==> src/rtl/demux_4ch_tdm.sv <==
// demux_4ch_tdm: rebuilds four lanes from a framed serial stream.
// Four consecutive words, with the first one marked by in_sync, are
// gathered into a frame. The lanes update together once per completed frame.
// Ports:
//   clk, rst_n       rising-edge clock and asynchronous active-low reset
//   in_valid         in_data holds a word this cycle
//   in_sync          the word is slot 0 of a frame (used only while in_valid=1)
//   in_data          incoming word
//   out_a..out_d     lane registers for slots 0 to 3
//   frame_valid      one-cycle pulse: the lanes were updated at the last edge
//   slot             index of the next slot expected
//   err              one-cycle pulse: a framing error was seen at the last edge
//   frame_count      number of completed frames, wrapping modulo 256
module demux_4ch_tdm #(
    parameter int unsigned WIDTH = 4
) (
    input  logic             clk,
    input  logic             rst_n,
    input  logic             in_valid,
    input  logic             in_sync,
    input  logic [WIDTH-1:0] in_data,
    output logic [WIDTH-1:0] out_a,
    output logic [WIDTH-1:0] out_b,
    output logic [WIDTH-1:0] out_c,
    output logic [WIDTH-1:0] out_d,
    output logic             frame_valid,
    output logic [1:0]       slot,
    output logic             err,
    output logic [7:0]       frame_count
);

    localparam int unsigned CNT_W = 8;

    typedef enum logic {
        HUNT    = 1'b0,
        CAPTURE = 1'b1
    } state_t;

    state_t             state_q, state_d;
    logic [1:0]         slot_d;
    logic [WIDTH-1:0]   sh0_q, sh1_q, sh2_q;
    logic [WIDTH-1:0]   sh0_d, sh1_d, sh2_d;
    logic [WIDTH-1:0]   out_a_d, out_b_d, out_c_d, out_d_d;
    logic               frame_valid_d, err_d;
    logic [CNT_W-1:0]   frame_count_d;

    // State, shadow and output registers
    always_ff @(posedge clk or negedge rst_n) begin
        if (!rst_n) begin
            state_q     <= HUNT;
            slot        <= 2'd0;
            sh0_q       <= '0;
            sh1_q       <= '0;
            sh2_q       <= '0;
            out_a       <= '0;
            out_b       <= '0;
            out_c       <= '0;
            out_d       <= '0;
            frame_valid <= 1'b0;
            err         <= 1'b0;
            frame_count <= '0;
        end else begin
            state_q     <= state_d;
            slot        <= slot_d;
            sh0_q       <= sh0_d;
            sh1_q       <= sh1_d;
            sh2_q       <= sh2_d;
            out_a       <= out_a_d;
            out_b       <= out_b_d;
            out_c       <= out_c_d;
            out_d       <= out_d_d;
            frame_valid <= frame_valid_d;
            err         <= err_d;
            frame_count <= frame_count_d;
        end
    end

    // Next-state and next-output logic; idle cycles hold everything
    always_comb begin
        state_d       = state_q;
        slot_d        = slot;
        sh0_d         = sh0_q;
        sh1_d         = sh1_q;
        sh2_d         = sh2_q;
        out_a_d       = out_a;
        out_b_d       = out_b;
        out_c_d       = out_c;
        out_d_d       = out_d;
        frame_valid_d = 1'b0;
        err_d         = 1'b0;
        frame_count_d = frame_count;

        if (in_valid) begin
            unique case (state_q)
                HUNT: begin
                    // Words without sync are dropped silently until aligned
                    if (in_sync) begin
                        sh0_d   = in_data;
                        slot_d  = 2'd1;
                        state_d = CAPTURE;
                    end
                end
                CAPTURE: begin
                    if (in_sync) begin
                        // A sync in the middle of a frame restarts it
                        err_d  = (slot != 2'd0);
                        sh0_d  = in_data;
                        slot_d = 2'd1;
                    end else begin
                        unique case (slot)
                            2'd0: begin
                                // A frame start with no sync means alignment is lost
                                err_d   = 1'b1;
                                state_d = HUNT;
                            end
                            2'd1: begin
                                sh1_d  = in_data;
                                slot_d = 2'd2;
                            end
                            2'd2: begin
                                sh2_d  = in_data;
                                slot_d = 2'd3;
                            end
                            default: begin
                                out_a_d       = sh0_q;
                                out_b_d       = sh1_q;
                                out_c_d       = sh2_q;
                                out_d_d       = in_data;
                                frame_valid_d = 1'b1;
                                frame_count_d = frame_count + CNT_W'(1);
                                slot_d        = 2'd0;
                            end
                        endcase
                    end
                end
                default: begin
                    state_d = HUNT;
                    slot_d  = 2'd0;
                end
            endcase
        end
    end

endmodule

==> config.mk <==
export PLATFORM = sky130hd
export DESIGN_NAME = demux_4ch_tdm
export DESIGN_NICKNAME = d
export VERILOG_FILES = /design/src/rtl/demux_4ch_tdm.sv
export SDC_FILE = /design/constraint.sdc
export NUM_CORES = 1
export LEC_CHECK = 0
export BUFFER_PORTS_ARGS = -buffer_cell sky130_fd_sc_hd__buf_2
export CAP_MARGIN = 20
export CORE_ASPECT_RATIO = 0.8
export CORE_MARGIN = 2
export CORE_UTILIZATION = 32
export DETAILED_ROUTE_END_ITERATION = 10
export GPL_ROUTABILITY_DRIVEN = 0
export PLACE_DENSITY = 0.53
export SYNTH_ARGS = -nofsm -noshare
export SYNTH_HDL_FRONTEND = slang
export SYNTH_SLANG_ARGS = --single-unit
export TNS_END_PERCENT = 5
==> constraint.sdc <==
create_clock -name clk -period 3.3 [get_ports clk]
set_input_delay 0.66 -clock clk [delete_from_list [all_inputs] [get_ports clk]]
set_output_delay 0.66 -clock clk [all_outputs]
set_load 0.01 [all_outputs]
# == Word-level counts from Yosys, hierarchy flattened ==
# Cells that the tools add are included.
# totals
inputBits,8
reg_bits,41
elab_cells,45
# classes
n_bitwise,3
n_eq_ne,4
muxes,17
n_addsub,1
n_reduce_logical,8
# op_table
op,n
AND reduction 4 bit,3
2-to-1 mux 1 bit,11
adder 8 x 1 -> 8 bit (second input constant),1
case mux 2 bit (3 select lines),1
2-to-1 mux 2 bit,2
2-to-1 mux 4 bit,1
case mux 2 bit (2 select lines),1
inequality test 3 bit (second input constant),1
inverter 1 bit,3
AND reduction 3 bit,1
OR reduction 3 bit,1
== test 2 x 1 -> 1 bit (second input constant),1
== test 2 bit (second input constant),1
logical NOT 2 bit,1
inequality test 2 bit (second input constant),1
case mux 1 bit (2 select lines),1
AND reduction 2 bit,1
nonzero test 2 bit,1

# == Depth between registers and ports, before layout ==
# logic_depth
ltp_word,6
mapped_depth,6

# == Least setup slack after synthesis ==
# No wires, ideal clock.
# synth_timing
path_type,input to register
from,in in_valid
to,reg sh1_q[0]
t_arrival_ns,1.455
setup_time_ns,0.125
path_stages,4
setup_slack_ns,1.720
cell_sequence,buf_2 > and3b_1 > nand2_1 > mux2_2
# synth_via
elab_chain_cells,1
# synth_rtl
item,line,rtl
from (decl),19,"input logic in_valid,"
AND reduction 4 bit (no source line),-,
to (signal assigned),53,sh1_q <= '0;
to (signal assigned),66,sh1_q <= sh1_d;
to (decl),41,"logic [WIDTH-1:0] sh0_q, sh1_q, sh2_q;"
# No other way between the ends.
# A chain may end at the register's enable or synchronous reset.

# == Worst setup path in the final report ==
# layout_timing
from,reg slot[0]
to,reg frame_count[2]
# layout_via
elab_chain_cells,4
elab_cells_between_ends,6
# layout_rtl
item,line,rtl
from (decl),27,"output logic [1:0] slot,"
from (signal assigned),64,slot <= slot_d;
"== test 2 bit, or another cell as far along",110,unique case (slot)
OR reduction 3 bit (no source line) (*),-,
inverter 1 bit (no source line) (*),-,
AND reduction 4 bit (no source line) (*),-,
to (signal assigned),74,frame_count <= frame_count_d;
to (decl),29,output logic [7:0] frame_count
# Every way passes the cells marked *; elsewhere a longest branch is shown, timed or not.

==> qor.yml <==
coreArea_mm2: 0.00506
post-route-util_pct: 40.1
grt_pass1_vias: 1094
synth_fa_ha_area_share_pct: 4.41
drive_gt1_share_pct: 30.1
wire_per_inst_um: 12.5
setup_violations: 0
cts_root_buffer: "clkbuf_8"
dr.pass1.iters: 4
cts_resized: 0
clock_path_buffers: 2
grt_pass1_wl_mm: 5.38
crit-reg2reg-capture: "frame_count[2]$_DFFE_PN0P_"
vias_per_cell: 4.44
grt-ovfl-total: 0
netlist_area_mm2: 0.00170
num_vias: 1132
hp-start: "sh2_q[2]$_DFFE_PN0P_"
worst_pin_slew_ps: 907
leakagePower_uw: 0.00110
syn_area_per_cell_um2: 11.0
cts_hold_buffers: 0
rrSetupSlack_ps: 1390
ios: 36
critPathKind: "flop to flop"
fin_cells: 255
yosysUniqueCellTypes: 21
synth-simple-area-share_pct: 18.8
final_nets: 206
antenna_found_initial: 0
start_kind: "flop"
slew_headroom_pct: 39.5
tns_ps: 0
clk_latency_ps: 300
die_area_mm2: 0.00592
min_period_ps: 1910
tritoncts: "done"
min_to: "out_c[2]$_DFFE_PN0P_"
rr_startpoint: "slot[0]$_DFFE_PN0P_"
yosys_warnings: 0
cpMaxStageDelayCell: "clkinv_1"
synth_top_family_by_area: "simple AND/OR/NAND/NOR gates"
wl_mm: 3.20
slowest_delay_ps: 500
drt_iter0_markers: 33
cp-end-kind: "flop"
hpwlAfterDp_mm: 2.17
worstPathArrival_ps: 2130
hold_violations: 0
route.detailed.drc: 0
final_common_cell: "nand2_1"
ys_ff_latch: 41
worstPathMaxFanout: 24
dpl.cell_count: 247
die_h_um: 69.2
rsz0062_at_grt: "no"
final_cell_mix: "60 x nand2_1, 41 x dfrtp_1, 35 x buf_2"
synth_nets: 168
rows: 23
critical_path_required_ps: 3520
outcome: "finished clean"
port-buffer-count: 35
cts_buffers: 5
grt_start_max_net_pins: 42
p_per_area_mw_per_mm2: 808
crit_buf_inv: 1
htree_num_levels: 2
cp_cell_sequence: "ha_1 > nand4b_4 > clkinv_1 > nand2_1 > xnor2_1"
drv_cap: 0
synthCells: 154
die_w_um: 85.5
hold-path-cell-count: 2
fillers: 505
cts_setup_buffers: 0
ys_seq_area_share_pct: 60.3
design_area_mm2: 0.00203
synthMuxAreaShare_pct: 9.19
dpl_cell_area_mm2: 0.00193
ant_nets: 0
n_antenna_cell: 0
synth-compound-area-share_pct: 1.32
clock-sinks: 41
critical-path-top-delay-family: "simple AND/OR/NAND/NOR gates"
reg2regPathDepth: 5
area_growth_pct: 19.5
clk_pin_slew_ps: 80
fmax_mhz: 523
track_usage_pct: 11.9
vdd_drop_max_mv: 0.335
fin_worst_skew_ps: 5.60
fin_crit_sh_pct: 57.9
start_util_pct: 33.6
synth_xor_area_share_pct: 3.60
maxSlewViolCount: 0
holdCritPathClass: "flop to flop"
==> worst max-delay path by stage <==
stage                                   start                         end  slack, ps  cells after the start
after floorplan                      in_valid        sh1_q[0]$_DFFE_PN0P_       1720                      4
after global placement               in_valid  frame_count[2]$_DFFE_PN0P_       1240                      5
after detailed placement             in_valid  frame_count[2]$_DFFE_PN0P_       1190                      5
after CTS                 slot[0]$_DFFE_PN0P_  frame_count[2]$_DFFE_PN0P_       1330                      5
after global routing      slot[0]$_DFFE_PN0P_  frame_count[2]$_DFFE_PN0P_       1180                      5
final                     slot[0]$_DFFE_PN0P_  frame_count[2]$_DFFE_PN0P_       1390                      5
==> Yosys cell counts, drive strengths merged <==
library cell	n	share of area [%]
dfrtp	41	60
nor3	3	0.88
ha	6	4.4
nor4	1	0.74
mux2	13	8.6
nor2	3	0.66
nand3	2	0.59
mux2i	1	0.59
nand2	60	13
clkinv	1	0.22
xnor2	3	1.5
a31oi	1	0.37
o22ai	1	0.37
inv	4	0.88
xor2	4	2.1
a21oi	2	0.59
and3b	1	0.51
nand4b	1	1.4
nand2b	2	0.74
buf	4	1.3
==> per-layer routing <==
layer  up-vias  GRT usage (%)  part of all wire [%]
met2        29           14.7                    39
met4         0           5.82                   2.3
li1        569              -                     -
met1       526           18.3                    53
met5         -              0                     0
met3         8           3.69                   5.6
==> state kept, by name, indices dropped and copies added (netlist names) <==
signal	count
out_c	4
sh2_q	4
frame_count	8
out_b	4
state_q	1
sh1_q	4
frame_valid	1
err	1
out_a	4
sh0_q	4
slot	2
out_d	4
==> worst reg2reg max path, stage by stage, from the launching register on <==
cell	delay, ps
dfrtp_1	440
ha_1	260
nand4b_4	280
clkinv_1	510
nand2_1	230
xnor2_1	130
==> cells by family after synthesis <==
logic type	Yosys count
AOI/OAI and AO/OA	4
DFF	41
adders and majority gates	6
xor gates and xnor gates	7
and+or+nand+nor	73
muxes	14
buffers and inverters	9
==> where the power goes <==
group	switching, uW	internal [uW]
combinational	254	229
sequential	116	683
clock	173	189
total	543	1100
==> cell type report <==
class / instances / area (um^2) / area share, %
flip-flops and latches: 41 / 1030 / 50.5
multi-input cells: 104 / 634 / 31.2
repair buffers: 35 / 175 / 8.62
clock buffers: 7 / 96.3 / 4.74
well taps: 62 / 77.6 / 3.82
inverters: 5 / 18.8 / 0.923
clock inverters: 1 / 5.00 / 0.246
==> stage by stage <==
stage,setup slack (ps),power (uW),hold slack [ps]
final,1390,1640,463
after global routing,1180,1770,478
after CTS,1330,1670,471
after detailed placement,1190,1300,451
after global placement,1240,1300,449
after floorplan,1720,1100,364
No activity file was read; power rests on OpenSTA's default activity.
